$ cat src/rtl/cpu_pkg.sv
// Shared constants and fetch-state encoding for the 8-bit CPU front end.
package cpu_pkg;

    localparam int unsigned DATA_W     = 8;
    localparam int unsigned IMM_W      = 3;
    localparam int unsigned OPCODE_MSB = 7;
    localparam int unsigned OPCODE_LSB = 5;
    localparam int unsigned IMM_MSB    = 2;
    localparam int unsigned IMM_LSB    = 0;

    localparam logic [DATA_W-1:0] HALT_INSTR = 8'hFF;

    typedef enum logic [1:0] {
        FETCH,
        HOLD,
        HALT
    } fetch_state_e;

endpackage

$ cat src/rtl/pc_unit.sv
// Program counter register with next-PC selection: reset value, branch target
// (id_pc + 1 + offset, wrapping) or sequential increment.
module pc_unit #(
    parameter int unsigned        DATA_W   = 8,
    parameter logic [DATA_W-1:0]  RESET_PC = '0
) (
    input  logic              clk,
    input  logic              rst,
    input  logic              advance,
    input  logic              redirect,
    input  logic [DATA_W-1:0] id_pc,
    input  logic [DATA_W-1:0] offset,
    output logic [DATA_W-1:0] pc
);

    logic [DATA_W-1:0] pc_d;
    logic [DATA_W-1:0] target;

    assign target = id_pc + DATA_W'(1) + offset;

    always_comb begin
        pc_d = pc;
        if (redirect) begin
            pc_d = target;
        end else if (advance) begin
            pc_d = pc + DATA_W'(1);
        end
    end

    always_ff @(posedge clk) begin
        if (rst) begin
            pc <= RESET_PC;
        end else begin
            pc <= pc_d;
        end
    end

endmodule

$ cat src/rtl/if_id_stage.sv
// Instruction fetch plus IF/ID pipeline register with a one-entry skid buffer.
// Optional HALT_DETECT_EN: loading 8'hFF into ID parks the stage in HALT.
module if_id_stage #(
    parameter int unsigned        DATA_W   = cpu_pkg::DATA_W,
    parameter int unsigned        IMM_W    = cpu_pkg::IMM_W,
    parameter logic [DATA_W-1:0]  RESET_PC = '0
) (
    input  logic              clk,
    input  logic              rst,
    output logic              imem_req,
    output logic [DATA_W-1:0] imem_addr,
    input  logic [DATA_W-1:0] imem_rdata,
    input  logic              imem_valid,
    input  logic              stall,
    input  logic              branch_taken,
    input  logic [DATA_W-1:0] branch_offset,
    output logic [DATA_W-1:0] pc,
    output logic              id_valid,
    output logic [DATA_W-1:0] id_instr,
    output logic [DATA_W-1:0] id_pc,
    output logic [2:0]        id_opcode,
    output logic [IMM_W-1:0]  id_imm,
    output logic              halted
);

    import cpu_pkg::*;

    fetch_state_e      state_q, state_d;
    logic [DATA_W-1:0] skid_instr, skid_pc;
    logic [DATA_W-1:0] load_instr, load_pc;
    logic              advance, load_id, bubble, fill_skid;

    pc_unit #(
        .DATA_W   (DATA_W),
        .RESET_PC (RESET_PC)
    ) u_pc_unit (
        .clk      (clk),
        .rst      (rst),
        .advance  (advance),
        .redirect (branch_taken),
        .id_pc    (id_pc),
        .offset   (branch_offset),
        .pc       (pc)
    );

    assign imem_addr = pc;
    assign id_opcode = id_instr[OPCODE_MSB:OPCODE_LSB];
    assign id_imm    = id_instr[IMM_W-1:0];

    always_comb begin
        state_d    = state_q;
        imem_req   = 1'b0;
        advance    = 1'b0;
        load_id    = 1'b0;
        bubble     = 1'b0;
        fill_skid  = 1'b0;
        load_instr = imem_rdata;
        load_pc    = pc;
        case (state_q)
            FETCH: begin
                imem_req = 1'b1;
                if (imem_valid) begin
                    advance = 1'b1;
                    if (stall) begin
                        fill_skid = 1'b1;
                        state_d   = HOLD;
                    end else begin
                        load_id = 1'b1;
                    end
                end else if (!stall) begin
                    bubble = 1'b1;
                end
            end
            HOLD: begin
                if (!stall) begin
                    load_id    = 1'b1;
                    load_instr = skid_instr;
                    load_pc    = skid_pc;
                    state_d    = FETCH;
                end
            end
            default: begin
                // HALT: no request, everything holds until a redirect
            end
        endcase
`ifdef HALT_DETECT_EN
        if (load_id && (load_instr == HALT_INSTR)) begin
            state_d = HALT;
        end
`endif
        // A redirect overrides every other action, including a pending stall
        if (branch_taken) begin
            state_d   = FETCH;
            advance   = 1'b0;
            load_id   = 1'b0;
            fill_skid = 1'b0;
            bubble    = 1'b0;
        end
    end

    always_ff @(posedge clk) begin
        if (rst) begin
            state_q <= FETCH;
        end else begin
            state_q <= state_d;
        end
    end

    always_ff @(posedge clk) begin
        if (rst) begin
            id_valid <= 1'b0;
            id_instr <= '0;
            id_pc    <= '0;
        end else if (branch_taken) begin
            id_valid <= 1'b0;
        end else if (load_id) begin
            id_valid <= 1'b1;
            id_instr <= load_instr;
            id_pc    <= load_pc;
        end else if (bubble) begin
            id_valid <= 1'b0;
        end
    end

    always_ff @(posedge clk) begin
        if (rst) begin
            skid_instr <= '0;
            skid_pc    <= '0;
        end else if (fill_skid) begin
            skid_instr <= imem_rdata;
            skid_pc    <= pc;
        end
    end

`ifdef HALT_DETECT_EN
    assign halted = (state_q == HALT);
`else
    assign halted = 1'b0;
`endif

endmodule

$ cat config.mk
export PLATFORM = sky130hd
export DESIGN_NAME = if_id_stage
export DESIGN_NICKNAME = d
export VERILOG_FILES = /design/src/rtl/cpu_pkg.sv /design/src/rtl/pc_unit.sv /design/src/rtl/if_id_stage.sv
export SDC_FILE = /design/constraint.sdc
export NUM_CORES = 1
export LEC_CHECK = 0
export BUFFER_PORTS_ARGS = -buffer_cell sky130_fd_sc_hd__buf_4
export CORE_ASPECT_RATIO = 0.75
export CORE_UTILIZATION = 39
export CTS_CLUSTER_SIZE = 40
export DETAILED_ROUTE_END_ITERATION = 8
export MAX_ROUTING_LAYER = met4
export REMOVE_ABC_BUFFERS = 1
export SETUP_SLACK_MARGIN = 0.4
export SLEW_MARGIN = 15
export SYNTH_ARGS = -nofsm -noshare
export SYNTH_HDL_FRONTEND = slang
export SYNTH_SLANG_ARGS = --single-unit
$ cat constraint.sdc
create_clock -name clk -period 2.4 [get_ports clk]
set_input_delay 0.48 -clock clk [delete_from_list [all_inputs] [get_ports clk]]
set_output_delay 0.48 -clock clk [all_outputs]
set_load 0.005 [all_outputs]
==> impl_metrics.py <==
metrics = {
    "grt": {
        "antenna_found_initial": 0,
        "grt_max_degree": 43,
        "grt_pass1_vias": 1760,
        "overflow": 0,
        "grt.total_usage_pct": 18.7,
        "grt_first_pass_wirelength_microns": 8320,
    },
    "logic_synthesis": {
        "syn_area_per_cell_sq_um": 8.12,
        "yosys_warnings": 0,
        "synthArstFlopShare_pct": 0,
        "synth-seq-cells": 42,
        "syn_area_sq_mm": 0.00225,
        "synth_cell_type_count": 42,
        "synth_seq_area_share_pct": 37.4,
        "syn-instance-count": 277,
        "synth_edf_count": 0,
        "synth_flop_cell": "dfxtp_1",
    },
    "clocking": {
        "postCtsHoldBufs": 0,
        "post-cts-setup-buffers": 0,
        "cts_root_buf": "clkbuf_8",
        "cts_tree": "done",
        "clk_pin_slew_ns": 0.08,
        "htree_levels": 2,
        "clkSinkCount": 42,
        "clk_path_buf_depth": 2,
        "clk_latency_ns": 0.29,
        "cts_buffers": 5,
    },
    "sta": {
        "hold_violations": 0,
        "whs_ns": 0.440,
        "rsz0062_at_grt": "false",
        "slew_headroom_pct": 57.2,
        "finalCritPeriodShare_pct": 76.7,
        "drv_slew": 0,
        "layout_min_cycle_time_ns": 1.84,
        "worst_pin_slew_ns": 0.640,
        "setup_violations": 0,
        "finClkSkew_ns": 0.00687,
        "setup_tns_ns": 0,
        "max_freq_mhz": 543,
    },
    "worst_setup_path": {
        "crit_arrival_ns": 2.04,
        "rr_startpoint": "id_pc[0]$_SDFFE_PP0P_",
        "cp_num_buf_inv": 1,
        "worstSetupEndpointType": "flip-flop",
        "crit_type": "flip-flop to flip-flop",
        "setup.worst_path.start_class": "flip-flop",
        "cp_cell_sequence": "inv_1, ha_1, fa_2, nor2b_4, o31ai_2, mux2i_1, a2111oi_2",
        "critPathMaxStageDelay_ns": 0.39,
        "reg2reg_depth": 7,
        "worst-r2r-setup-slack_ns": 0.56,
        "rr_endpoint": "u_pc_unit.pc[6]$_SDFFE_PP0P_",
        "crit_family": "adder cells",
        "path_max_fanout": 3,
        "cp_slowest_cell": "fa_2",
        "cp.required_ns": 2.60,
    },
    "outcome": {
        "status": "completed",
    },
    "die": {
        "dieArea_sq_mm": 0.00608,
        "ioPinCount": 62,
        "rows": 23,
        "die_w_microns": 89.7,
        "die_h_microns": 67.8,
        "initial_core_util_pct": 41.3,
        "coreArea_sq_mm": 0.00544,
    },
    "place": {
        "gp_congestion": 0.770,
        "portBuffers": 60,
        "place_hpwl_microns": 3550,
    },
    "final_layout": {
        "antenna_cells": 0,
        "seqCellArea_sq_um": 841,
        "nets": 345,
        "fill_cells": 570,
        "multi_input_area_sq_mm": 0.00117,
        "drive_gt1_share_pct": 25.3,
        "areaGrowthSynthToFinish_pct": 20.1,
    },
    "detailed_routing": {
        "first_pass_iters": 4,
        "num_vias": 1971,
        "wl_per_cell_microns": 13.1,
        "antenna_left": 0,
        "drt-initial-drc-count": 52,
        "viasPerCell": 5.04,
        "wl_microns": 5120,
        "drc": 0,
    },
    "hold_path": {
        "hp-start": "imem_rdata[4]",
        "worstHoldEndpoint": "skid_instr[4]$_SDFFE_PP0P_",
        "holdPathStages": 3,
        "min_path_type": "primary input to flip-flop",
    },
    "pwr": {
        "ir_drop_mv": 0.260,
        "p_per_area_mw_per_mm2": 572,
        "leakage_uw": 0.00109,
    },
    "flow_run": {
        "drv_cap": 0,
    },
}
## layout make-up
type	count	share of cell area, %
sequential	42	31.1
timing repair buffer	63	17.5
multi-input combinational	195	43.4
tap	75	3.48
clock buffer	7	3.20
inverter	8	1.11
clock inverter	1	0.185
## layout by cell type (no fill, tap or decap), types with 2 or more instances in the layout
master     instances
nor2_1            22
inv_1              8
buf_4             63
xor2_1             2
or3_1              2
dfxtp_1           42
o21ai_0            3
a21oi_1           22
nand3_1            2
a211oi_1           7
nand2_1           69
a311oi_1          17
a2111oi_2          2
ha_1               8
clkbuf_8           6
nor3_1             7
nand3b_1           2
xnor2_1            4
o21a_1             5
## registers in the layout (all words and copies together) (netlist names)
signal,count
skid_instr,8
state_q,1
id_valid,1
id_pc,8
id_instr,8
u_pc_unit.pc,8
skid_pc,8
## report_power, final
group	leakage, uW	switching [uW]	internal (uW)	total (uW)
logic	0.000697	140	153	292
clock network	0.0000482	239	232	472
registers	0.000343	47.1	733	780
total	0.00109	426	1120	1540
## stage by stage
stage / setup slack, ns / cell area, sq um / utilization (%) / instances / power [uW]
4_1_cts: 0.480 / 2700 / 49.6 / 391 / 1560
3_5_place_dp: 0.313 / 2610 / 47.9 / 383 / 1090
2_1_floorplan: 0.506 / 2040 / - / 245 / 934
5_1_grt: 0.429 / 2700 / 49.6 / 391 / 1620
3_3_place_gp: 0.351 / 2610 / 47.9 / 383 / 1090
6_report: 0.559 / 2700 / 49.6 / 391 / 1540
## timing repair
action	4_1_cts	5_1_grt
setup endpoints to repair	0	1
resized for setup	0	1
hold endpoints to repair	0	0
## cell families (layout without fill, tap and decap cells)
kind of cell | after synthesis | after routing | synth area share (%)
fa+ha+maj | 9 | 9 | 5.34
mux | 1 | 1 | 0.445
flops | 42 | 42 | 37.4
buf+inv | 40 | 79 | 10.6
simple gates | 117 | 117 | 24.2
other cells | 1 | 1 | 0.167
compound gates | 61 | 61 | 19.5
xor+xnor | 6 | 6 | 2.34
## tightest hold or removal path: cells and delay by family
kind | cells | cell delay, ns
AOI/OAI and AO/OA | 1 | 0.05
buffers and inverters | 1 | 0.11
and+or+nand+nor | 1 | 0.05
## metal layers
metal,GRT usage [%],part of all wire [%]
met5,-,0
met4,4.76,0.68
met3,4.03,5.1
met2,27.3,42
met1,26.0,52
## worst max path at each step
stage	from	end	slack [ns]	cells past startpoint
4_1_cts	id_pc[0]$_SDFFE_PP0P_	u_pc_unit.pc[6]$_SDFFE_PP0P_	0.48	7
6_report	id_pc[0]$_SDFFE_PP0P_	u_pc_unit.pc[6]$_SDFFE_PP0P_	0.56	7
3_3_place_gp	branch_offset[0]	u_pc_unit.pc[6]$_SDFFE_PP0P_	0.35	8
2_1_floorplan	branch_offset[0]	u_pc_unit.pc[6]$_SDFFE_PP0P_	0.51	7
5_1_grt	id_pc[0]$_SDFFE_PP0P_	u_pc_unit.pc[6]$_SDFFE_PP0P_	0.43	7
3_5_place_dp	branch_offset[0]	u_pc_unit.pc[6]$_SDFFE_PP0P_	0.31	8
## cell usage after synthesis, types with 2 or more instances
library cell	count	area share (%)
o21a_1	5	1.7
clkbuf_1	7	1.2
dfxtp_1	42	37
buf_6	2	1.0
inv_1	8	1.3
nand3b_1	2	0.67
a21oi_1	22	4.9
buf_2	5	1.1
nor3_1	7	1.6
a311oi_1	17	6.6
nand3_1	2	0.45
nor2_1	22	3.7
a211oi_1	7	2.3
a2111oi_2	2	1.3
xnor2_1	4	1.6
buf_4	18	6.0
xor2_1	2	0.78
or3_1	2	0.56
ha_1	8	4.5
nand2_1	69	12
o21ai_0	3	0.67
Power figures use the tool's default switching activity.
